$ cat src/rtl/imem_loader.sv
// imem_loader: boot-time loader that packs a byte stream into words and writes them into fetch-stage instruction memory
module imem_loader #(
  parameter int WORDS = 64
) (
  input  logic        CLK,
  input  logic        RST,
  input  logic        start,
  input  logic [15:0] len,
  input  logic        byte_valid,
  input  logic [7:0]  byte_data,
  output logic        byte_ready,
  output logic        if_rst,
  output logic        if_we,
  output logic [31:0] if_wins,
  output logic [1:0]  if_bout,
  output logic [31:0] if_newpc,
  output logic        core_hold,
  output logic        busy,
  output logic        done,
  output logic        err
);
  localparam logic [2:0] IDLE = 3'd0;
  localparam logic [2:0] CLR  = 3'd1;
  localparam logic [2:0] FILL = 3'd2;
  localparam logic [2:0] WR   = 3'd3;
  localparam logic [2:0] FIN  = 3'd4;
  logic [2:0]  state;
  logic [15:0] cnt;
  logic [15:0] len_q;
  logic [1:0]  idx;
  logic [31:0] asm_q;
  logic        rst_q;
  logic        err_q;
  logic        len_ok;
  logic        take;
  assign len_ok = (len != 16'd0) && (len <= 16'(WORDS));
  assign take   = byte_valid & byte_ready;
  always_ff @(posedge CLK) begin
    if (!RST) begin
      state <= IDLE;
      cnt   <= 16'd0;
      len_q <= 16'd0;
      idx   <= 2'd0;
      asm_q <= 32'd0;
      rst_q <= 1'b1;
      err_q <= 1'b0;
    end else begin
      rst_q <= 1'b0;
      err_q <= (state == IDLE) && start && !len_ok;
      case (state)
        IDLE: if (start && len_ok) begin
          len_q <= len;
          cnt   <= 16'd0;
          idx   <= 2'd0;
          state <= CLR;
        end
        CLR: state <= FILL;
        FILL: if (take) begin
          // first byte of a word lands in the most significant lane
          asm_q[{~idx, 3'b000} +: 8] <= byte_data;
          idx <= idx + 2'd1;
          if (idx == 2'd3) state <= WR;
        end
        WR: if (cnt == len_q - 16'd1) state <= FIN;
        else begin
          cnt   <= cnt + 16'd1;
          idx   <= 2'd0;
          state <= FILL;
        end
        FIN: state <= IDLE;
        default: state <= IDLE;
      endcase
    end
  end
  assign byte_ready = state == FILL;
  assign if_rst     = rst_q | (state == CLR) | (state == FIN);
  assign if_we      = state == WR;
  assign if_wins    = asm_q;
  assign if_bout    = {1'b0, state == WR};
  assign if_newpc   = (state == WR) ? {14'd0, cnt + 16'd1, 2'b00} : 32'd0;
  assign busy       = state != IDLE;
  assign core_hold  = busy;
  assign done       = state == FIN;
  assign err        = err_q;
endmodule

$ cat config.mk
export PLATFORM = sky130hd
export DESIGN_NAME = imem_loader
export DESIGN_NICKNAME = d
export VERILOG_FILES = /design/src/rtl/imem_loader.sv
export SDC_FILE = /design/constraint.sdc
export NUM_CORES = 1
export LEC_CHECK = 0
export CAP_MARGIN = 20
export CORE_MARGIN = 3
export CORE_UTILIZATION = 35
export DETAILED_ROUTE_END_ITERATION = 8
export HOLD_SLACK_MARGIN = 0.08
export SYNTH_ARGS = -nofsm -noshare
export SYNTH_HDL_FRONTEND = slang
export SYNTH_SLANG_ARGS = --single-unit
$ cat constraint.sdc
create_clock -name CLK -period 2.8 [get_ports CLK]
set_input_delay 0.56 -clock CLK [delete_from_list [all_inputs] [get_ports CLK]]
set_output_delay 0.56 -clock CLK [all_outputs]
set_load 0.02 [all_outputs]
# Word-level counts from Yosys, hierarchy flattened
# Index checks and enable logic that the tools add are counted.
dict set report op_classes {
  n_addsub 4
  order_cmp 1
  n_eq_ne 10
  shift 2
  n_mux 15
  bitwise 4
  n_reduce_logical 15
}
# cell count
set op_table {}
lappend op_table {{$bwmux W32} 1}
lappend op_table {{$mux W16} 2}
lappend op_table {{$pmux W16 S2} 1}
lappend op_table {{$shift A8 B7 Y32 const A} 1}
lappend op_table {{$shiftx A8 B7 Y32} 1}
lappend op_table {{$mux W18} 1}
lappend op_table {{$add A16 B1 Y16 const B} 1}
lappend op_table {{$eq A16 B16 Y1} 1}
lappend op_table {{$le A16 B7 Y1 const B} 1}
lappend op_table {{$reduce_bool A16 Y1} 1}
lappend op_table {{$sub A16 B1 Y16 const B} 1}
lappend op_table {{$mux W3} 4}
lappend op_table {{$pmux W3 S4} 1}
lappend op_table {{$neg A5 Y7} 1}
lappend op_table {{$eq A3 B2 Y1 const B} 2}
lappend op_table {{$mux W2} 3}
lappend op_table {{$ne A2 B1 Y1 const B} 3}
lappend op_table {{$pmux W2 S3} 1}
lappend op_table {{$reduce_and A3 Y1} 2}
lappend op_table {{$reduce_bool A3 Y1} 2}
lappend op_table {{$logic_and A1 B1 Y1} 4}
lappend op_table {{$reduce_and A2 Y1} 2}
lappend op_table {{$reduce_and A4 Y1} 1}
lappend op_table {{$eq A3 B1 Y1 const B} 1}
lappend op_table {{11 further kinds} 12}
dict set report totals {
  reg_bits 71
  in_bits 28
  output_inout_bits 73
}

# Logic depth before layout (Yosys ltp)
# Gate-level depths: netlist of the first run.
dict set report logic_depth {
  word_depth 5
  mapped_depth 10
  ltp_nobuf 9
}

# Worst setup path before layout of the first run
# No wires, ideal clock.
dict set report synth_path {
  kind {input to register}
  start {in len[0]}
  end {reg cnt[10]}
  setup_time_ps 72
  t_arrival_ps 2465
  t_required_ps 2728
  setup_slack_ps 263
  stages 7
  path_cell_list {or4_1 o31a_1 nor3_4 nand3_4 a32oi_4 buf_6 mux2i_1}
}
dict set report synth_between {
  elab_chain_cells 5
  word_cells_on_any_way 6
}
# item line
set synth_lines {}
lappend synth_lines {{start, declared} 8} ;# input logic [15:0] len,
lappend synth_lines {{$le A16 B7 Y1 / $reduce_bool A16 Y1 (equally long branches)} 36} ;# assign len_ok = (len != 16'd0) && (len <= 16'(WORDS));
lappend synth_lines {{$logic_and A1 B1 Y1 *} 36}
lappend synth_lines {{$logic_and A1 B1 Y1 *} 51} ;# IDLE: if (start && len_ok) begin
lappend synth_lines {{$ne A2 B1 Y1 (no source line) *} -}
lappend synth_lines {{$reduce_and A3 Y1 (no source line) *} -}
lappend synth_lines {{end signal, assigned} 66} ;# cnt <= cnt + 16'd1;
lappend synth_lines {{end, declared} 28} ;# logic [15:0] cnt;
# Every way passes the cells marked *; elsewhere a longest branch is shown, timed or not.
# A chain may end at the register's enable or synchronous reset.

# Worst setup path after layout of the first run
dict set report layout_path {
  start {reg cnt[0]}
  end {out if_newpc[14]}
}
dict set report layout_between {
  elab_chain_cells 2
}
# item line
set layout_lines {}
lappend layout_lines {{$add A16 B1 Y16} 80} ;# assign if_newpc = (state == WR) ? {14'd0, cnt + 16'd1, 2'b00} : 32'd0;
lappend layout_lines {{$mux W18} 80}
lappend layout_lines {{end, declared} 16} ;# output logic [31:0] if_newpc,
# No other way between the ends.

==> run_results.csv, run 1 <==
group,metric,value,unit
outcome,outcome,"complete, no violations",
place,port_buffers,83,
critical_path,path_class,"reg -> out",
drt,top_layer_used,"met4",
power_and_ir_drop,clkPwrFrac,47.4,%
power_and_ir_drop,internal_power,0.00171,W
drt,firstDrtPassIters,4,
drt,vias,3506,
critical_path,r2r-start,"len_q[0]$_SDFFE_PN0P_",
worst_hold_path,hold_start,"if_wins[11]$_SDFFE_PN0P_",
power_and_ir_drop,leakage,2.01,nW
floorplan,boundaryPins,101,
timing,max-slew-margin-rel,54.2,%
floorplan,die_area,12100,um^2
yosys,synth_async_sr_flop_share,0,%
drt,drc_errors,0,
critical_path,path_delay_family,"simple AND/OR/NAND/NOR gates",
cts,holdBufCountCts,0,
drt,vias_per_cell,4.94,
layout,finalCoreUtilization,49.4,%
critical_path,slowest_delay,0.35,ns
yosys,netlist_instances,470,
layout,multi_input_area,2170,um^2
grt,grt_pass1_wl,16300,um
power_and_ir_drop,pwr-share-seq,46.6,%
grt,antenna_found_initial,0,
timing,final-hold-violation-count,0,
layout,nets,603,
timing,fin_skew,0.0101,ns
yosys,syn_area,3790,um^2
yosys,yosys_warnings,0,
timing,fmax,371,MHz
floorplan,die_width,110,um
grt,grt-ovfl-total,0,
layout,syn2layout_area_growth,35.6,%
timing,period_minus_slack,2.70,ns
critical_path,path_buf_inv,1,
drt,dr_wl_met2,4850,um
cts,cts_setup_buffers,0,
place,dp_hpwl,7530,um
cts,cts_buffer_depth,2,
yosys,yosys.area.top_type,"dfxtp_1",
drt,wl_met3,459,um
critical_path,crit_required,2.24,ns
floorplan,start_util,36.4,%
grt,grt_pass1_vias,3387,
timing,fin_ws,0.104,ns
power_and_ir_drop,p_switching,0.000465,W
critical_path,slowest_stage,"dfxtp_1",
timing,post-route-period-util,96.3,%
cts,clk_pin_slew_worst_paths,0.08,ns
yosys,synth-edff-count,0,
floorplan,num_rows,37,
layout,antenna_cells,0,
timing,slew_viol_final,0,
critical_path,arrival,2.14,ns
cts,cts_sinks,71,
power_and_ir_drop,p_per_area,423,nW/um^2
timing,worst_pin_slew,0.682,ns
worst_hold_path,hold_class,"reg -> reg",
drt,drtIter0Drc,183,
power_and_ir_drop,sw_frac_of_total,21.4,%
grt,grt_max_degree,40,
yosys,yosysSeqAreaShare,37.5,%
floorplan,core,10400,um^2
timing,setup_viol,0,
cts,cts-root-buf,"clkbuf_8",
critical_path,worstSetupStartpointType,"flip-flop",
yosys,yosys-top-cells-count,"82 x nand2_1, 71 x dfxtp_1, 41 x a21oi_1, 41 x nand3_1, 33 x nor2_1",
yosys,synth_top_area_share,37.5,%
cts,clock_latency,0.34,ns
drt,wire_per_inst,14.2,um
yosys,synth_ff_type,"dfxtp_1",
layout,drive_gt1_share,11.9,%
critical_path,worst_setup_path_end_kind,"primary output",
place,place_congestion,0.844,
cts,cts_tree,"yes",
power_and_ir_drop,comb_power_share,6.0,%
floorplan,die_h,110,um
place,dp_slack,-0.261,ns
cts,numCtsBuffers,9,
yosys,synth.area.top_cells,"dfxtp_1 37%, nand2_1 8.1%, a21oi_1 5.4%, nand3_1 5.4%, mux2i_1 5.3%",
drt,wirelength,10100,um
layout,n_fill_cell,995,
yosys,yosysUniqueCellTypes,55,
grt,grt_use_total,17.0,%
cts,htreeDepth,3,
yosys,synth_seq_cells,71,
job,max_cap_viol_count,0,
yosys,synth_most_common_cell,"nand2_1",
critical_path,crit_start,"cnt[0]$_SDFFE_PN0P_",
drt,met1_length,4660,um
power_and_ir_drop,peakVddDrop,0.000192,V
layout,register_area,1420,um^2
critical_path,cp_max_fo,7,
yosys,syn-mean-instance-area,8.07,um^2
critical_path,crit_chain,"ha_1 -> nand3_1 -> or2_4 -> or3_1 -> a21oi_1 -> clkdlybuf4s15_2",
layout,stdcell_area,5140,um^2
drt,drtAntennaViolNets,0,
place,placed_area,4860,um^2
-- state kept, by name (all words and copies together), names as in the netlist --
signal and flops:
if_wins 32, idx 2, len_q 16, rst_q 1, state 3, cnt 16
err 1
-- area by class of cell --
cell class                      count  area share (%)
Multi-Input combinational cell    363            42.2
Sequential cell                    71            27.7
Timing Repair Buffer              114            21.2
Tap cell                          136            3.31
Clock buffer                       11            2.94
Clock inverter                      5            2.02
Inverter                            9           0.657
-- placed cells by master (no fill, tap or decap), types with 7 or more instances in the layout --
master            n
a21oi_1          39
and3_1           14
buf_4            29
clkbuf_8         11
clkdlybuf4s50_1  71
conb_1           17
dfxtp_1          70
ha_1              7
inv_1             8
mux2i_1          20
nand2_1          82
nand3_1          41
nor2_1           32
nor3_1           12
o21ai_0           7
or3_1             8
xnor2_1          16
xor2_1           15
-- power groups by stage --
stage               Combinational, W  Sequential, W  Clock (W)
floorplan                  0.0000732        0.00104          0
global placement            0.000129        0.00104          0
detailed placement          0.000129        0.00104          0
CTS                         0.000130        0.00101    0.00106
global route                0.000141        0.00101    0.00109
finish                      0.000130        0.00101    0.00103
-- what timing repair did --
| item | 4_1_cts | 5_1_grt |
|---|---|---|
| gates resized for setup | 14 | 11 |
| pin swaps | 0 | 0 |
| endpoints found under the setup margin | 11 | 23 |
-- cell families after synthesis --
logic type,Yosys count,share of synthesized area (%)
buffers and inverters,52,7.39
muxes,21,5.58
DFF,71,37.5
other,1,0.0989
xor gates and xnor gates,31,7.16
AOI/OAI and AO/OA,69,11.6
adders and majority gates,7,2.31
and+or+nand+nor,218,28.4
-- stage by stage --
step                total power, W  TNS, ns  instances  hold WS [ns]
finish                     0.00217        0        709         0.449
global route               0.00224  -0.0337        709         0.478
CTS                        0.00220        0        709         0.455
detailed placement         0.00117    -2.88        693         0.446
global placement           0.00117    -2.00        693         0.438
floorplan                  0.00111        0        486         0.472
-- final timing paths --
| kind | end | slack, ns | cells after the start |
|---|---|---|---|
| setup / recovery | if_newpc[14] | 0.10 | 6 |
| hold / removal | if_wins[11]$_SDFFE_PN0P_ | 0.45 | 2 |
| setup reg to reg | cnt[6]$_SDFFE_PN0P_ | 0.14 | 11 |
| hold reg to reg | if_wins[11]$_SDFFE_PN0P_ | 0.45 | 2 |
-- layer usage --
| metal | vias up | track usage [%] |
|---|---|---|
| li1 | 1783 | - |
| met1 | 1626 | 23.0 |
| met2 | 86 | 27.2 |
| met3 | 11 | 2.91 |
| met4 | 0 | 6.42 |
| met5 | - | 0 |
-- tightest hold or removal path, stage by stage, from the launching register on --
cell	delay (ns)
dfxtp_1	0.31
nand2_1	0.05
a21oi_1	0.05
Note: power is estimated with default switching activity, not from simulation.
==> run 2, diff against run 1 <==
- ABC_AREA: default -> 0
- ABC_CLOCK_PERIOD_IN_PS: default -> 2800
- SETUP_SLACK_MARGIN: default -> 0.02
==> run 2 against run 1 <==
  * Worst hold slack is essentially flat
  * Fmax grew 1.4%
  * Clock-buffer cell count is the same
  * Register-to-register slack gained 0.06 ns
  * Via count is essentially flat
  * Final area shrank 0.17%
  * Critical path depth is the same
  * Core utilization shrank 0.084 points
  * Wire length shrank 0.25%
  * Largest power group unchanged
  * Sequential power is essentially flat
  * Combinational power is essentially flat
==> run_results.csv, run 2 (synthesis gave the netlist of run 1 again) <==
group,metric,value,unit
floorplan,boundaryPins,101,
floorplan,core,10400,um^2
grt,grt_pass1_wl,16300,um
critical_path,critical_path_cell_count,6,
layout,layout_commonest_cell,"nand2_1",
grt,grt_use_total,17.0,%
cts,clock_latency,0.34,ns
timing,worst_pin_slew,0.694,ns
timing,rsz0062_at_grt,"no",
critical_path,path_delay_family,"simple AND/OR/NAND/NOR gates",
floorplan,die_area,12100,um^2
critical_path,slowest_delay,0.35,ns
place,place_congestion,0.844,
grt,antenna_found_initial,0,
critical_path,path_buf_inv,1,
drt,firstDrtPassIters,4,
floorplan,die_h,110,um
cts,htreeDepth,3,
cts,clk_pin_slew_worst_paths,0.08,ns
grt,grt-ovfl-total,0,
floorplan,num_rows,37,
layout,syn2layout_area_growth,35.3,%
critical_path,worstSetupStartpointType,"flip-flop",
floorplan,die_width,110,um
layout,largest_register_ff_count,32,
critical_path,slowest_stage,"dfxtp_1",
drt,wirelength,10100,um
job,max_cap_viol_count,0,
layout,n_fill_cell,1000,
layout,register_area,1420,um^2
power_and_ir_drop,peakVddDrop,0.000192,V
power_and_ir_drop,p_per_area,423,nW/um^2
cts,cts_buffer_depth,2,
drt,drtAntennaViolNets,0,
layout,finalCoreUtilization,49.3,%
timing,fin_ws,0.141,ns
power_and_ir_drop,leakage,2.00,nW
timing,max-slew-margin-rel,53.4,%
place,dp_hpwl,7530,um
timing,period_minus_slack,2.66,ns
timing,fin_skew,0.0114,ns
timing,slew_viol_final,0,
outcome,outcome,"complete, no violations",
timing,fmax,376,MHz
timing,post-route-period-util,95.0,%
grt,grt_max_degree,40,
power_and_ir_drop,power,0.00217,W
drt,drtIter0Drc,184,
drt,vias_per_cell,4.94,
cts,numCtsBuffers,9,
layout,nets,603,
timing,setup_viol,0,
critical_path,arrival,2.10,ns
drt,vias,3504,
worst_hold_path,hold_class,"reg -> reg",
critical_path,crit_chain,"ha_1 -> nand3_1 -> or2_4 -> or3_1 -> a21oi_2 -> clkdlybuf4s15_2",
grt,grt_pass1_vias,3392,
layout,multi_input_area,2170,um^2
critical_path,r2r_cells,11,
cts,cts_tree,"yes",
worst_hold_path,min_path_cells,2,
cts,holdBufCountCts,0,
critical_path,cp_max_fo,7,
layout,antenna_cells,0,
floorplan,start_util,36.4,%
layout,drive_gt1_share,12.0,%
place,port_buffers,83,
drt,drc_errors,0,
layout,final_cell_mix,"82 x nand2_1, 71 x clkdlybuf4s50_1, 69 x dfxtp_1",
critical_path,path_class,"reg -> out",
critical_path,crit_required,2.24,ns
timing,tns,0,ns
place,dp_slack,-0.261,ns
timing,final-hold-violation-count,0,
cts,cts-root-buf,"clkbuf_8",
drt,wire_per_inst,14.2,um
cts,cts_sinks,71,
critical_path,worst_setup_path_end_kind,"primary output",
## run 2: tightest hold or removal path, cell delays in order (launching register included)
cell,delay (ns)
dfxtp_1,0.31
nand2_1,0.05
a21oi_1,0.05
## run 2: routing by layer
metal,vias to the layer above,track usage [%],share of wire (%)
met5,-,0,0
met4,0,6.42,1.5
met3,11,2.91,4.7
met2,88,27.3,48
met1,1624,23.0,46
li1,1781,-,-
## run 2: path summary, 6_finish.rpt
path | from | end | slack (ns)
hold / removal | if_wins[11]$_SDFFE_PN0P_ | if_wins[11]$_SDFFE_PN0P_ | 0.45
hold reg to reg | if_wins[11]$_SDFFE_PN0P_ | if_wins[11]$_SDFFE_PN0P_ | 0.45
setup reg to reg | len_q[0]$_SDFFE_PN0P_ | cnt[6]$_SDFFE_PN0P_ | 0.20
setup / recovery | cnt[0]$_SDFFE_PN0P_ | if_newpc[14] | 0.14
## run 2: cell type report
type                    instances  share of cell area (%)
multi-input cells             363                    42.3
flip-flops and latches         71                    27.7
repair buffers                114                    21.0
well taps                     136                    3.32
clock buffers                  11                    2.95
clock inverters                 5                    2.02
inverters                       9                   0.658
## run 2: report_power, final
group / switching (W) / internal, W
Combinational: 0.0000739 / 0.0000563
Sequential: 0.00000165 / 0.00101
Clock: 0.000389 / 0.000641
## run 2: through the flow
step / area (um^2) / std cells / hold WS, ns
after CTS: 5120 / 709 / 0.455
after detailed placement: 4860 / 693 / 0.446
after global placement: 4860 / 693 / 0.438
after floorplan: 3850 / 486 / 0.472
final: 5130 / 709 / 0.449
after global routing: 5130 / 709 / 0.478
## run 2: repair_timing
item,in CTS,in global routing
endpoints found under the setup margin,11,22
resized for setup,18,9
gates cloned,0,0
buffers inserted,0,0
==> run 3, diff against run 2 <==
- HOLD_SLACK_MARGIN: 0.08 -> default
==> results of run 3 <==
Same layout as run 2: the final DEF is identical, and so are final timing and power.
